### src/rtl/hazard_ctrl_pkg.sv
// Shared types and defaults for the pipeline interlock controller.
package hazard_ctrl_pkg;

   // Multiply/divide sequencer states
   typedef enum logic [1:0] {
      MD_IDLE = 2'd0,
      MD_BUSY = 2'd1,
      MD_DONE = 2'd2
   } md_state_e;

   localparam int MUL_CYCLES_DEF = 4;
   localparam int DIV_CYCLES_DEF = 32;
   localparam int CNT_W_DEF      = 6;

   // True when the ID instruction really reads src and src equals dst
   function automatic logic reg_match(input logic use_r,
                                      input logic [4:0] src,
                                      input logic [4:0] dst);
      return use_r && (src == dst);
   endfunction

endpackage

### src/rtl/hazard_ctrl_md_seq.sv
// Multiply/divide occupancy sequencer: FSM plus down-counter.
//
//   state   | meaning
//   --------+-----------------------------------------------
//   MD_IDLE | unit free, a start may be accepted
//   MD_BUSY | unit occupied, counter running down to 0
//   MD_DONE | last occupancy cycle, HI/LO written back
//
// BUSY lasts N-1 cycles (cnt loaded with N-2 and counted to 0) and DONE
// lasts one, so the unit is occupied exactly N unfrozen cycles.
module hazard_ctrl_md_seq
   import hazard_ctrl_pkg::*;
#(
   parameter int MUL_CYCLES = MUL_CYCLES_DEF,
   parameter int DIV_CYCLES = DIV_CYCLES_DEF,
   parameter int CNT_W      = CNT_W_DEF
) (
   input  logic clk,
   input  logic rst_n,
   input  logic i_start,
   input  logic i_div,
   input  logic i_freeze,
   output logic o_busy,
   output logic o_done
);

   localparam logic [CNT_W-1:0] LD_MUL = CNT_W'(MUL_CYCLES - 2);
   localparam logic [CNT_W-1:0] LD_DIV = CNT_W'(DIV_CYCLES - 2);

   md_state_e        r_state;
   md_state_e        w_state_nxt;
   logic [CNT_W-1:0] r_cnt;
   logic [CNT_W-1:0] w_cnt_nxt;

   // State and counter registers; reset aborts any operation in flight
   always_ff @(posedge clk or negedge rst_n) begin
      if (!rst_n) begin
         r_state <= MD_IDLE;
         r_cnt   <= '0;
      end else begin
         r_state <= w_state_nxt;
         r_cnt   <= w_cnt_nxt;
      end
   end

   // Next state and counter; a frozen cycle holds everything
   always_comb begin
      w_state_nxt = r_state;
      w_cnt_nxt   = r_cnt;
      if (!i_freeze) begin
         case (r_state)
            MD_IDLE: begin
               if (i_start) begin
                  w_state_nxt = MD_BUSY;
                  w_cnt_nxt   = i_div ? LD_DIV : LD_MUL;
               end
            end
            MD_BUSY: begin
               if (r_cnt == '0) w_state_nxt = MD_DONE;
               else             w_cnt_nxt   = r_cnt - 1'b1;
            end
            MD_DONE: w_state_nxt = MD_IDLE;
            default: w_state_nxt = MD_IDLE;
         endcase
      end
   end

   assign o_busy = (r_state != MD_IDLE);
   assign o_done = (r_state == MD_DONE);

endmodule

### src/rtl/hazard_ctrl.sv
// Pipeline interlock controller: load-use and MD hazard detection,
// memory-wait freeze and the IF/ID/EX stall/bubble controls.
module hazard_ctrl
   import hazard_ctrl_pkg::*;
#(
   parameter int MUL_CYCLES = MUL_CYCLES_DEF,
   parameter int DIV_CYCLES = DIV_CYCLES_DEF,
   parameter int CNT_W      = CNT_W_DEF
) (
   input  logic       clk,
   input  logic       rst_n,
   input  logic [4:0] id_rs,
   input  logic [4:0] id_rt,
   input  logic       id_use_rs,
   input  logic       id_use_rt,
   input  logic       id_md_start,
   input  logic       id_md_div,
   input  logic       id_hilo_rd,
   input  logic [4:0] ex_rd,
   input  logic       ex_memread,
   input  logic       mem_wait,
   output logic       stall_if,
   output logic       stall_id,
   output logic       bubble_ex,
   output logic       freeze,
   output logic       md_busy,
   output logic       md_done
);

   logic w_lu;
   logic w_mdh;
   logic w_hold;
   logic w_start_ok;
   logic w_md_busy;
   logic w_md_done;

   // Hazard detection; r0 writes never interlock
   always_comb begin
      w_lu  = ex_memread && (ex_rd != 5'd0) &&
              (reg_match(id_use_rs, id_rs, ex_rd) ||
               reg_match(id_use_rt, id_rt, ex_rd));
      w_mdh = w_md_busy && (id_md_start || id_hilo_rd);
   end

   // Priority: freeze overrides every stall, MD and load-use stall alike.
   // A start is only taken in IDLE, where mdh cannot be set, so lu and
   // freeze are the only things that can hold it back.
   always_comb begin
      w_hold     = !mem_wait && (w_mdh || w_lu);
      w_start_ok = id_md_start && !mem_wait && !w_lu;
   end

   hazard_ctrl_md_seq #(
      .MUL_CYCLES (MUL_CYCLES),
      .DIV_CYCLES (DIV_CYCLES),
      .CNT_W      (CNT_W)
   ) u_md_seq (
      .clk      (clk),
      .rst_n    (rst_n),
      .i_start  (w_start_ok),
      .i_div    (id_md_div),
      .i_freeze (mem_wait),
      .o_busy   (w_md_busy),
      .o_done   (w_md_done)
   );

   assign freeze    = mem_wait;
   assign stall_if  = w_hold;
   assign stall_id  = w_hold;
   assign bubble_ex = w_hold;
   assign md_busy   = w_md_busy;
   assign md_done   = w_md_done;

endmodule
### config.mk
export PLATFORM = sky130hd
export DESIGN_NAME = hazard_ctrl
export DESIGN_NICKNAME = d
export VERILOG_FILES = /design/src/rtl/hazard_ctrl_pkg.sv /design/src/rtl/hazard_ctrl_md_seq.sv /design/src/rtl/hazard_ctrl.sv
export SDC_FILE = /design/constraint.sdc
export NUM_CORES = 1
export LEC_CHECK = 0
export BUFFER_PORTS_ARGS = -buffer_cell sky130_fd_sc_hd__buf_4
export CORE_MARGIN = 5
export CORE_UTILIZATION = 45
export CTS_BUF_LIST = sky130_fd_sc_hd__clkbuf_16
export DETAILED_ROUTE_END_ITERATION = 7
export PLACE_DENSITY = 0.77
export SETUP_SLACK_MARGIN = 0.3
export SYNTH_ARGS = -nofsm -noshare
export SYNTH_HDL_FRONTEND = slang
export SYNTH_HIERARCHICAL = 1
export SYNTH_SLANG_ARGS = --single-unit
### constraint.sdc
create_clock -name clk -period 1.63 [get_ports clk]
set_clock_uncertainty 0.1 [all_clocks]
set_input_delay 0.0815 -clock clk [delete_from_list [all_inputs] [get_ports clk]]
set_output_delay 0.0815 -clock clk [all_outputs]
set_load 0.02 [all_outputs]
# [Yosys cells after proc, flatten, opt, wreduce, memory -nomap -nowiden]
# Cells that the tools add are included.
[totals] out_inout_bits=6 reg_bits=8 inputBits=24
[classes] n_reduce_logical=20 eq_ne=7 mux=7 bitwise_logic=1 add_sub_neg=1
[ops] cell="$mux W6" count=2
[ops] cell="$pmux W6 S2" count=1
[ops] cell="$eq A5 B5 Y1" count=2
[ops] cell="$logic_and A1 B1 Y1" count=8
[ops] cell="$logic_not A6 Y1" count=1
[ops] cell="$sub A6 B1 Y6 const B" count=1
[ops] cell="$mux W5" count=1
[ops] cell="$reduce_bool A5 Y1" count=1
[ops] cell="$mux W2" count=2
[ops] cell="$ne A2 B1 Y1 const B" count=2
[ops] cell="$pmux W2 S2" count=1
[ops] cell="$reduce_and A4 Y1" count=1
[ops] cell="$reduce_bool A2 Y1" count=2
[ops] cell="$logic_or A1 B1 Y1" count=3
[ops] cell="$reduce_and A3 Y1" count=1
[ops] cell="$eq A2 B1 Y1 const B" count=1
[ops] cell="$eq A2 B2 Y1 const B" count=1
[ops] cell="$logic_not A1 Y1" count=2
[ops] cell="$logic_not A2 Y1" count=1
[ops] cell="$ne A2 B2 Y1 const B" count=1
[ops] cell="$not A1 Y1" count=1

# [Longest topological paths before layout]
[depth] word_depth=8 mapped_depth=7 mapped_depth_nobuf=7

# [Cells and area by module]
# Netlist, hierarchy kept.
[modules_own_cells] module="hazard_ctrl_md_seq" seq_area_each_um2=200.2 instances=1 cells_per_inst=54 area_per_inst_um2=480.5
[modules_own_cells] module="hazard_ctrl" seq_area_each_um2=0.0 instances=1 cells_per_inst=26 area_per_inst_um2=181.4

# [Least setup slack after synthesis]
# Ideal clock, no wire load.
[synth_timing] path_type="in2reg" from="input ex_rd[1]" to="register u_md_seq.r_cnt[1]" path_buffers=0 setup_time_ps=73 arrival_time_ps=1497 path_slack_ps=-40 path_stages=6 cell_sequence="or4_1 -> o21a_1 -> a21oi_1 -> o21ai_1 -> or2_4 -> a21oi_2"
[synth_via] elab_chain_len=8
[synth_rtl] item="start, declared" line_no="hazard_ctrl.sv:19" text="input logic [4:0] ex_rd,"
[synth_rtl] item="$eq A5 B5 Y1" line_no="hazard_ctrl_pkg.sv:19" text="return use_r && (src == dst);"
[synth_rtl] item="$logic_and A1 B1 Y1" line_no="hazard_ctrl_pkg.sv:19"
[synth_rtl] item="$logic_or A1 B1 Y1" line_no="hazard_ctrl.sv:40" text="(reg_match(id_use_rs, id_rs, ex_rd) ||"
[synth_rtl] item="$logic_and A1 B1 Y1 *" line_no="hazard_ctrl.sv:39" text="w_lu = ex_memread && (ex_rd != 5'd0) &&"
[synth_rtl] item="$logic_not A1 Y1 *" line_no="hazard_ctrl.sv:50" text="w_start_ok = id_md_start && !mem_wait && !w_lu;"
[synth_rtl] item="$logic_and A1 B1 Y1 *" line_no="hazard_ctrl.sv:50"
[synth_rtl] item="net w_start_ok" line_no="hazard_ctrl.sv:33" text="logic w_start_ok;"
[synth_rtl] item="$ne A2 B1 Y1 (no source line) *"
[synth_rtl] item="$reduce_and A4 Y1 (no source line) *"
[synth_rtl] item="end signal, assigned" line_no="hazard_ctrl_md_seq.sv:42" text="r_cnt <= w_cnt_nxt;"
[synth_rtl] item="end, declared" line_no="hazard_ctrl_md_seq.sv:32" text="logic [CNT_W-1:0] r_cnt;"
# Mark *: on every way through the listed nets, which the timed path passes. The rest lies on a longest branch.
# A chain may end at the register's enable or synchronous reset.

# [Worst setup path in the final report]
[layout_timing] from="input ex_rd[4]" to="register u_md_seq.r_cnt[1]"
# Same word-level chain as after synthesis.

==> results.sh <==
export IMPL_worst_ep_required_time_ns=1.69
export IMPL_cts_buffers=3
export IMPL_end_kind="register"
export IMPL_cts_max_path_buffers=2
export IMPL_cts_sinks=8
export IMPL_cts_htree_levels=1
export IMPL_die_y_um=48.4
export IMPL_path_delay_family="simple AND/OR/NAND/NOR gates"
export IMPL_finish_utilization_pct=80.8
export IMPL_netlist_area_um2=662
export IMPL_p_total_mw=1.32
export IMPL_async_flop_share_pct=100
export IMPL_gr_usage_met2_pct=31.3
export IMPL_fmax_mhz=643
export IMPL_ys_flop_type="dfrtp_1"
export IMPL_finalCriticalPeriod_ns=1.56
export IMPL_clkSlewWorstSetupHoldPaths_ns=0.04
export IMPL_areaGrowthSynthToFinish_pct=64.8
export IMPL_grt_busiest_layer="met2"
export IMPL_rows=13
export IMPL_netSwitchingFraction_pct=34.7
export IMPL_drc=0
export IMPL_mostFrequentLayoutCells="32 x buf_4, 10 x xnor2_1, 10 x nand2_1"
export IMPL_worstSkewPairLatency_ns=0.24
export IMPL_reg2reg_from="u_md_seq/r_cnt[0]"
export IMPL_hold_viol=0
export IMPL_hp_class="input port to register"
export IMPL_synth_warnings=6
export IMPL_cpMaxStageDelayCell="or4_4"
export IMPL_pwr_share_seq_pct=25.8
export IMPL_max_vdd_ir_drop_mv=0.739
export IMPL_finalSetupViolCount=0
export IMPL_final_nets=145
export IMPL_status="completed"
export IMPL_max_cap_violations=0
export IMPL_max_stage_delay_ns=0.51
export IMPL_path_class="input port to register"
export IMPL_crit_path_cell_trace="buf_8, or4_4, o21a_1, a21oi_2, o21ai_4, or2_4, a21oi_2"
export IMPL_n_antenna_cell=0
export IMPL_max_slew_margin_rel_pct=83.2
export IMPL_synth_edf_count=0
export IMPL_die_x_um=48.4
export IMPL_dp_hpwl_um=1440
export IMPL_setup_ws_ns=0.0736
export IMPL_crit_top_cell="a21oi_2"
export IMPL_ant_nets=0
export IMPL_comb_power_share_pct=42.8
export IMPL_p_clk_share_pct=31.4
export IMPL_clockRootBuffer="clkbuf_16"
export IMPL_start_util_pct=49.0
export IMPL_min_delay_start="mem_wait"
export IMPL_drive_above_1_share_pct=50.4
export IMPL_synth_fp_nets=106
export IMPL_drt_total_wl_um=1890
export IMPL_track_usage_pct=16.4
export IMPL_die_area_um2=2340
export IMPL_layout_commonest_cell="buf_4"
export IMPL_finalCritPeriodShare_pct=95.5
export IMPL_tightest_slew_ns=0.251
export IMPL_synth_seq_cells=8
export IMPL_ys_seq_area_share_pct=30.2
export IMPL_portBuffers=29
export IMPL_avgRoutedWirePerCell_um=14.3
export IMPL_synth_cells=80
export IMPL_met3_usage_pct=5.50
export IMPL_dr_pass1_iters=4
export IMPL_overflow=0
export IMPL_gp_congestion=0.860
export IMPL_grt_pass1_wl_um=3080
export IMPL_p_int_mw=0.862
export IMPL_grt_max_degree=11
export IMPL_num_vias=715
export IMPL_cp_arrival_ns=1.62
export IMPL_core_area_um2=1350
export IMPL_antenna_found_initial=0
export IMPL_synth_distinct_cells=29
export IMPL_viasPerCell=5.42
export IMPL_grt_pass1_vias=726
export IMPL_switchingPower_mw=0.458
export IMPL_cp_num_buf_inv=1
export IMPL_startpoint_type="input port"
export IMPL_place_ws_ns=-0.196
export IMPL_rsz0062_at_grt="true"
export IMPL_cts_tree="done"
export IMPL_grt_use_met1_pct=15.5
export IMPL_slew_viol_final=0
export IMPL_io_pins=30
export IMPL_p_leak_nw=0.494
export IMPL_postSynthAreaPerCell_um2=8.27
export IMPL_crit_path_max_fanout=7
export IMPL_crit_start="ex_rd[4]"
export IMPL_drt_initial_drc_count=10
export IMPL_pwr_density_cell_nw_per_um2=1210
==> worst register-to-register path, stage by stage (launching register included) <==
cell and delay, ns:
dfrtp_1 0.35, inv_1 0.08, ha_1 0.21, and4b_4 0.23, or2_4 0.30, a21oi_2 0.14
==> flip-flops by register name (all words and copies together) (netlist names) <==
| signal | count |
|---|---|
| u_md_seq/r_cnt | 6 |
| u_md_seq/r_state | 2 |
==> metal layers <==
layer  up-vias  routed length, um
li1        350                  -
met4         0                 30
met3         3                150
met5         -                  0
met2        31               1030
met1       331                684
==> power groups by stage <==
stage,sequential [mW],combinational (mW),clock [mW]
2_1_floorplan,0.326,0.366,0
3_3_place_gp,0.348,0.461,0
3_5_place_dp,0.354,0.478,0
4_1_cts,0.340,0.538,0.419
5_1_grt,0.351,0.614,0.429
6_report,0.341,0.565,0.414
==> what timing repair did <==
item                       CTS  global route
pin swaps                    8             3
gates resized for setup     11             5
setup endpoints to repair   12            11
hold buffers                 1             0
buffers inserted             3             2
hold endpoints to repair     8             0
==> Yosys cell counts (2+ instances only) <==
library cell | count | area [um^2]
nand2_1 | 10 | 37.5
xnor2_1 | 10 | 87.6
dfrtp_1 | 8 | 200
inv_1 | 5 | 18.8
nor2_1 | 5 | 18.8
o21ai_0 | 5 | 25.0
buf_4 | 4 | 30.0
a21oi_1 | 3 | 15.0
a31oi_1 | 3 | 18.8
o21ai_2 | 3 | 26.3
ha_1 | 2 | 25.0
nand4_1 | 2 | 12.5
nor2b_1 | 2 | 12.5
nor3_1 | 2 | 10.0
o22ai_1 | 2 | 12.5
==> final timing paths <==
path	to	slack, ns	cells past startpoint
max in group asynchronous	u_md_seq/r_state[0]	1.17	2
min	u_md_seq/r_state[1]	0.008	3
max	u_md_seq/r_cnt[1]	0.07	7
min reg2reg	u_md_seq/r_cnt[5]	0.45	2
min in group asynchronous	u_md_seq/r_cnt[2]	0.11	2
max reg2reg	u_md_seq/r_cnt[1]	0.14	5
==> cell families (layout without fill, tap and decap cells) <==
family / Yosys count / in the layout / synth area share, %
XOR/XNOR: 10 / 10 / 13.2
AO/OA/AOI/OAI: 21 / 21 / 20.6
adder cells (fa/ha/maj): 2 / 2 / 3.78
flip-flops: 8 / 8 / 30.2
buffers and inverters: 9 / 46 / 7.37
AND/OR/NAND/NOR: 30 / 30 / 24.8
==> stage by stage <==
step | instances | hold slack (ns) | setup TNS, ns | cell area (um^2)
final | 132 | 0.00795 | 0 | 1090
after global routing | 132 | 0.0238 | 0 | 1090
after CTS | 130 | 0.00295 | 0 | 1050
after detailed placement | 123 | -0.197 | -1.15 | 901
after global placement | 123 | -0.196 | -0.852 | 901
after floorplan | 80 | -0.314 | 0 | 683
==> layout make-up <==
class | count | area, um^2
clock buffer | 3 | 75.1
fill | 96 | 259
inverter | 5 | 18.8
multi-input combinational | 63 | 467
sequential | 8 | 201
tap | 15 | 18.8
timing repair buffer | 38 | 310
Power figures use the tool's default switching activity.
